[src/rtl/uart_tx_framed_if.sv]
// Character handshake between upstream control logic and the framed UART transmitter.
// Writes happen on any cycle where valid and ready are both high.
interface uart_tx_framed_if #(
    parameter int DATA_BITS = 8
);
    logic [DATA_BITS-1:0] data;
    logic                 valid;
    logic                 ready;

    modport master (output data, output valid, input ready);
    modport slave  (input data, input valid, output ready);
endinterface

[src/rtl/uart_tx_framed.sv]
// Parametrised UART transmitter with a small input FIFO.
// Supports configurable baud rate, character width, parity and stop bits; queued characters go out back-to-back.
module uart_tx_framed #(
    parameter int CLK_RATE_HZ = 50_000_000,
    parameter int BAUD_RATE   = 115200,
    parameter int DATA_BITS   = 8,
    parameter int PARITY      = 0,
    parameter int STOP_BITS   = 1,
    parameter int FIFO_DEPTH  = 4
) (
    input  logic                        clk,
    input  logic                        reset,
    uart_tx_framed_if.slave             bus,
    output logic [$clog2(FIFO_DEPTH):0] fifo_count,
    output logic                        busy,
    output logic                        done,
    output logic                        UART_TX
);
    localparam int CPB = CLK_RATE_HZ / BAUD_RATE;
    localparam int CW  = (CPB > 1) ? $clog2(CPB) : 1;
    localparam int AW  = $clog2(FIFO_DEPTH);
    localparam int IW  = 4;

    generate
        if (CPB < 2) begin : g_bad_cpb
            $error("uart_tx_framed: CYCLES_PER_BIT must be >= 2");
        end
        if (DATA_BITS < 5 || DATA_BITS > 9) begin : g_bad_data_bits
            $error("uart_tx_framed: DATA_BITS must be 5..9");
        end
        if (PARITY < 0 || PARITY > 2) begin : g_bad_parity
            $error("uart_tx_framed: PARITY must be 0..2");
        end
        if (STOP_BITS < 1 || STOP_BITS > 2) begin : g_bad_stop_bits
            $error("uart_tx_framed: STOP_BITS must be 1 or 2");
        end
        if (FIFO_DEPTH < 2 || (1 << AW) != FIFO_DEPTH) begin : g_bad_depth
            $error("uart_tx_framed: FIFO_DEPTH must be a power of two >= 2");
        end
    endgenerate

    typedef enum logic [2:0] {S_IDLE, S_START, S_DATA, S_PAR, S_STOP} state_t;

    state_t               state, state_d;
    logic [CW-1:0]        cyc, cyc_d;
    logic [IW-1:0]        idx, idx_d;
    logic [DATA_BITS-1:0] sh, sh_d;
    logic                 par, par_d;
    logic                 tx_d, busy_d, done_d;
    logic                 pop, push, full, bit_end;

    logic [DATA_BITS-1:0] mem [FIFO_DEPTH];
    logic [AW-1:0]        wr_ptr, rd_ptr;

    assign full      = (fifo_count == (AW+1)'(FIFO_DEPTH));
    assign bus.ready = !full && !reset;
    assign push      = bus.valid && bus.ready;
    assign bit_end   = (cyc == CW'(CPB - 1));

    always_ff @(posedge clk) begin
        if (push) mem[wr_ptr] <= bus.data;
    end

    always_ff @(posedge clk or posedge reset) begin
        if (reset) begin
            state      <= S_IDLE;
            cyc        <= '0;
            idx        <= '0;
            sh         <= '0;
            par        <= 1'b0;
            UART_TX    <= 1'b1;
            busy       <= 1'b0;
            done       <= 1'b0;
            wr_ptr     <= '0;
            rd_ptr     <= '0;
            fifo_count <= '0;
        end else begin
            state      <= state_d;
            cyc        <= cyc_d;
            idx        <= idx_d;
            sh         <= sh_d;
            par        <= par_d;
            UART_TX    <= tx_d;
            busy       <= busy_d;
            done       <= done_d;
            if (push) wr_ptr <= wr_ptr + 1'b1;
            if (pop)  rd_ptr <= rd_ptr + 1'b1;
            fifo_count <= fifo_count + (AW+1)'(push) - (AW+1)'(pop);
        end
    end

    // idx counts data bits in DATA and stop bits in STOP; sh shifts so bit 0 is always the current data bit.
    always_comb begin
        state_d = state;
        cyc_d   = cyc + 1'b1;
        idx_d   = idx;
        sh_d    = sh;
        par_d   = par;
        pop     = 1'b0;
        case (state)
            S_IDLE: begin
                cyc_d = '0;
                if (fifo_count != '0) begin
                    pop     = 1'b1;
                    state_d = S_START;
                end
            end
            S_START: begin
                if (bit_end) begin
                    cyc_d   = '0;
                    idx_d   = '0;
                    state_d = S_DATA;
                end
            end
            S_DATA: begin
                if (bit_end) begin
                    cyc_d = '0;
                    if (idx == IW'(DATA_BITS - 1)) begin
                        idx_d   = '0;
                        state_d = (PARITY != 0) ? S_PAR : S_STOP;
                    end else begin
                        idx_d = idx + 1'b1;
                        sh_d  = sh >> 1;
                    end
                end
            end
            S_PAR: begin
                if (bit_end) begin
                    cyc_d   = '0;
                    state_d = S_STOP;
                end
            end
            S_STOP: begin
                if (bit_end) begin
                    cyc_d = '0;
                    if (idx == IW'(STOP_BITS - 1)) begin
                        idx_d = '0;
                        if (fifo_count != '0) begin
                            pop     = 1'b1;
                            state_d = S_START;
                        end else begin
                            state_d = S_IDLE;
                        end
                    end else begin
                        idx_d = idx + 1'b1;
                    end
                end
            end
            default: state_d = S_IDLE;
        endcase
        if (pop) begin
            sh_d  = mem[rd_ptr];
            par_d = (PARITY == 2) ? ~^mem[rd_ptr] : ^mem[rd_ptr];
        end
    end

    // Outputs are registered from the next state so the line changes on the same edge as the state.
    always_comb begin
        busy_d = (state_d != S_IDLE);
        done_d = (state == S_STOP) && (state_d != S_STOP);
        case (state_d)
            S_START: tx_d = 1'b0;
            S_DATA:  tx_d = sh_d[0];
            S_PAR:   tx_d = par_d;
            default: tx_d = 1'b1;
        endcase
    end
endmodule
[src/flat_wrapper.sv]
// flat-port wrapper written by rule: the top's interface ports become plain ports
module uart_tx_framed_flat 
#(
    parameter int CLK_RATE_HZ = 50_000_000,
    parameter int BAUD_RATE   = 115200,
    parameter int DATA_BITS   = 8,
    parameter int PARITY      = 0,
    parameter int STOP_BITS   = 1,
    parameter int FIFO_DEPTH  = 4
)
  (clk, reset, fifo_count, busy, done, UART_TX, bus_data, bus_valid, bus_ready);
  uart_tx_framed_if #(.DATA_BITS(DATA_BITS)) bus_i ();
  input  logic clk;
  input  logic reset;
  output logic [$clog2(FIFO_DEPTH):0] fifo_count;
  output logic busy;
  output logic done;
  output logic UART_TX;
  input wire logic [$bits(bus_i.data)-1:0] bus_data;
  input wire logic [$bits(bus_i.valid)-1:0] bus_valid;
  output wire logic [$bits(bus_i.ready)-1:0] bus_ready;
  assign bus_i.data = bus_data;
  assign bus_i.valid = bus_valid;
  assign bus_ready = bus_i.ready;
  uart_tx_framed #(.CLK_RATE_HZ(CLK_RATE_HZ), .BAUD_RATE(BAUD_RATE), .DATA_BITS(DATA_BITS), .PARITY(PARITY), .STOP_BITS(STOP_BITS), .FIFO_DEPTH(FIFO_DEPTH)) u_core (.clk(clk), .reset(reset), .bus(bus_i), .fifo_count(fifo_count), .busy(busy), .done(done), .UART_TX(UART_TX));
endmodule
[config.mk]
export PLATFORM = sky130hd
export DESIGN_NAME = uart_tx_framed_flat
export DESIGN_NICKNAME = d
export VERILOG_FILES = /design/src/rtl/uart_tx_framed_if.sv /design/src/rtl/uart_tx_framed.sv /design/src/flat_wrapper.sv
export SDC_FILE = /design/constraint.sdc
export NUM_CORES = 1
export LEC_CHECK = 0
export BUFFER_PORTS_ARGS = -buffer_cell sky130_fd_sc_hd__buf_2
export CORE_MARGIN = 2
export CORE_UTILIZATION = 60
export CTS_CLUSTER_DIAMETER = 100
export DETAILED_ROUTE_END_ITERATION = 8
export PLACE_DENSITY = 0.87
export SETUP_SLACK_MARGIN = 0.15
export SYNTH_ARGS = -nofsm -noshare
export SYNTH_HDL_FRONTEND = slang
export SYNTH_SLANG_ARGS = --single-unit
[constraint.sdc]
create_clock -name clk -period 3.4 [get_ports clk]
set_clock_uncertainty 0.1 [all_clocks]
set_input_delay 0.68 -clock clk [delete_from_list [all_inputs] [get_ports clk]]
set_output_delay 0.68 -clock clk [all_outputs]
set_load 0.01 [all_outputs]
==> results.sh <==
export IMPL_final_cells=332
export IMPL_dieArea_sq_mm=0.005829
export IMPL_port_buffers=17
export IMPL_antenna_found_initial=0
export IMPL_slowest_delay_ns=0.43
export IMPL_cts_resized=0
export IMPL_reg2reg_depth=10
export IMPL_r2r_start="u_core.idx[0]"
export IMPL_die_w_um=76.35
export IMPL_finalMaxSlewViolations=0
export IMPL_crit_arrival_ns=2.80
export IMPL_synth_top_family_by_area="simple AND/OR/NAND/NOR gates"
export IMPL_synth_xor_area_share_pct=5.578
export IMPL_holdBufCountCts=0
export IMPL_cts_max_path_buffers=2
export IMPL_grt_pass1_vias=1878
export IMPL_initial_core_util_pct=61.88
export IMPL_yosys_area_top_type_share_pct=30.60
export IMPL_crit_path_top_delay_cell="o41ai_4"
export IMPL_synthSimpleGateAreaFrac_pct=13.35
export IMPL_max_slew_margin_pct=63.69
export IMPL_num_rows=26
export IMPL_syn_area_per_cell_sq_um=13.31
export IMPL_synth_cell_area_sq_mm=0.003141
export IMPL_clkSinkCount=67
export IMPL_final_min_clock_period_ns=2.678
export IMPL_crit_path_start_kind="flip-flop"
export IMPL_globalRouteOverflowTotal=0
export IMPL_synthFlopType="dfrtp_1"
export IMPL_gp_congestion=0.8221
export IMPL_ctsHtreeMaxLevel=3
export IMPL_max_slew_worst_pin_slew_ns=0.5447
export IMPL_synth_edf_count=32
export IMPL_p_per_area_mw_per_mm2=516.1
export IMPL_vias_per_cell=5.485
export IMPL_cts_setup_buffers=0
export IMPL_clkTransAtPathRegs_ns=0.07
export IMPL_hold_path_class="in2async"
export IMPL_wirelength_mm=5.206
export IMPL_status="completed"
export IMPL_ys_types=51
export IMPL_grt_util_all_layers_pct=20.46
export IMPL_crit_path_end_kind="flip-flop"
export IMPL_synth_compound_area_share_pct=6.813
export IMPL_period_share_pct=78.78
export IMPL_maxCapViolCount=0
export IMPL_ir_drop_mv=0.4555
export IMPL_synthTopCellsByArea="edfxtp_1 (31%), dfrtp_1 (27%), mux4_2 (5.7%), xnor2_1 (4.7%), ha_1 (4.0%)"
export IMPL_yosys_area_top_type="edfxtp_1"
export IMPL_nets=279
export IMPL_synthToLayoutAreaGrowth_pct=9.761
export IMPL_path_cells="inv_1, ha_1, nand2b_1, o41ai_4, nand2_2, inv_2, ha_1, inv_1, ha_1, fa_1"
export IMPL_tritoncts="built"
export IMPL_grt_max_degree=30
export IMPL_critPathMaxFanout=16
export IMPL_cp_top_family="adder cells"
export IMPL_core_area_sq_mm=0.005075
export IMPL_synthArstFlopShare_pct=52.24
export IMPL_dp_hpwl_mm=3.679
export IMPL_rrSetupSlack_ns=0.72
export IMPL_cts_root_buf="clkbuf_8"
export IMPL_diodes=0
export IMPL_rsz0062_at_grt="no"
export IMPL_drt_iter0_markers=82
export IMPL_hold_slack_ns=0.1671
export IMPL_layout_drive_gt1_share_pct=19.85
export IMPL_crit_buf_inv=3
export IMPL_hold_viol_final=0
export IMPL_crit_type="reg2reg"
export IMPL_finalSetupViolCount=0
export IMPL_vias=1821
export IMPL_fmax_mhz=373.3
export IMPL_tns_ns=0
export IMPL_path_common_cell="ha_1"
export IMPL_leakagePower_uw=0.001437
export IMPL_numCtsBuffers=9
export IMPL_drt_pass1_iter_count=4
export IMPL_grt_first_pass_wirelength_mm=9.004
export IMPL_ys_seq_area_share_pct=58.53
export IMPL_synthAdderAreaFrac_pct=4.622
export IMPL_ios=18
export IMPL_num_fill_cells=362
export IMPL_wl_per_cell_um=15.68
export IMPL_ys_ff_latch=67
export IMPL_drc=0
export IMPL_ys_warn_count=0
export IMPL_die_y_um=76.35
export IMPL_clock_latency_ns=0.34
export IMPL_muxShareOfSynthArea_pct=8.008
export IMPL_ant_nets=0
export IMPL_dp_cells=316
export IMPL_syn_inst=236
export IMPL_r2r_end="u_core.fifo_count[1]"
export IMPL_synth_nets=258
export IMPL_cp_required_ns=3.52
-- routing by layer --
| metal | up-vias | routed length [um] | GRT usage, % |
|---|---|---|---|
| met5 | - | 0 | 0 |
| met1 | 897 | 2232 | 25.41 |
| li1 | 885 | - | - |
| met3 | 7 | 189 | 6.754 |
| met2 | 32 | 2719 | 33.89 |
| met4 | 0 | 65 | 7.091 |
-- worst max path at each step --
stage                              from              endpoint  slack (ns)  cells past startpoint
after floorplan           u_core.idx[0]  u_core.fifo_count[1]        0.89                     11
after global placement    u_core.idx[0]  u_core.fifo_count[1]        0.81                     10
after detailed placement  u_core.idx[0]  u_core.fifo_count[1]        0.72                     10
after CTS                 u_core.idx[0]  u_core.fifo_count[1]        0.71                     10
after global routing      u_core.idx[0]  u_core.fifo_count[2]        0.55                     11
final                     u_core.idx[0]  u_core.fifo_count[1]        0.72                     10
-- cells by family (layout without fill, tap and decap cells) --
logic type      Yosys count  in the layout
flops                    67             67
mux                      15             15
buf+inv                  21             47
simple gates             73             73
xor+xnor                 20             20
compound gates           29             29
fa+ha+maj                11             11
-- placed cells by master (no fill, tap or decap), types with 4 or more instances in the layout --
master,Yosys,routed
mux4_2,8,8
nand2b_1,4,4
nand2_1,15,15
a21oi_1,4,4
and3_1,7,7
xnor2_1,17,17
o21ai_0,8,8
clkbuf_8,0,9
buf_2,4,17
mux2i_1,6,6
inv_1,12,12
nor2_1,15,15
dfrtp_1,34,34
ha_1,10,10
nand3_1,9,9
edfxtp_1,32,32
-- Yosys cell counts, types with 3 or more instances --
| cell type | instances |
|---|---|
| dfrtp_1 | 34 |
| edfxtp_1 | 32 |
| xnor2_1 | 17 |
| nand2_1 | 15 |
| nor2_1 | 15 |
| inv_1 | 12 |
| ha_1 | 10 |
| nand3_1 | 9 |
| mux4_2 | 8 |
| o21ai_0 | 8 |
| and3_1 | 7 |
| mux2i_1 | 6 |
| a21oi_1 | 4 |
| buf_2 | 4 |
| nand2b_1 | 4 |
| nor2b_1 | 3 |
| nor3_1 | 3 |
| o21ai_1 | 3 |
| xor2_1 | 3 |
-- per-stage QoR --
stage	power, uW	util (%)	worst slack (ns)	cell area (sq um)
after floorplan	1134	-	0.8906	3141
final	1779	67.92	0.7215	3447
after detailed placement	1222	64.47	0.7204	3272
after global placement	1201	64.47	0.8080	3272
after CTS	1799	67.92	0.7139	3447
after global routing	1871	67.92	0.5495	3447
-- sequential cells by signal (all words and copies together) (netlist names) --
| register | count |
|---|---|
| u_core.UART_TX | 1 |
| u_core.busy | 1 |
| u_core.cyc | 9 |
| u_core.done | 1 |
| u_core.fifo_count | 3 |
| u_core.idx | 4 |
| u_core.mem | 32 |
| u_core.par | 1 |
| u_core.rd_ptr | 2 |
| u_core.sh | 8 |
| u_core.state | 3 |
| u_core.wr_ptr | 2 |
-- area by class of cell --
class                      instances  area, sq um  area share, %
clock buffer                       9        123.9          3.593
clock inverter                     7        51.30          1.488
inverter                          13        48.80          1.416
multi-input combinational        148         1205          34.95
sequential                        67         1838          53.32
tap                               70        87.58          2.541
timing repair buffer              18        92.59          2.686
-- worst register-to-register path, cell delays in order, from the launching register on --
cell and delay, ns:
dfrtp_1 0.40, inv_1 0.09, ha_1 0.18, nand2b_1 0.10, o41ai_4 0.43, nand2_2 0.15, inv_2 0.22, ha_1 0.28
inv_1 0.06, ha_1 0.15, fa_1 0.41
-- power by group --
part / total, uW / leakage (uW) / internal (uW) / switching (uW)
combinational: 237 / 0.000631 / 99.6 / 137
clock: 577 / 0.0000876 / 268 / 310
sequential: 965 / 0.000718 / 925 / 39.1
total: 1780 / 0.00144 / 1290 / 486
Power figures use the tool's default switching activity.
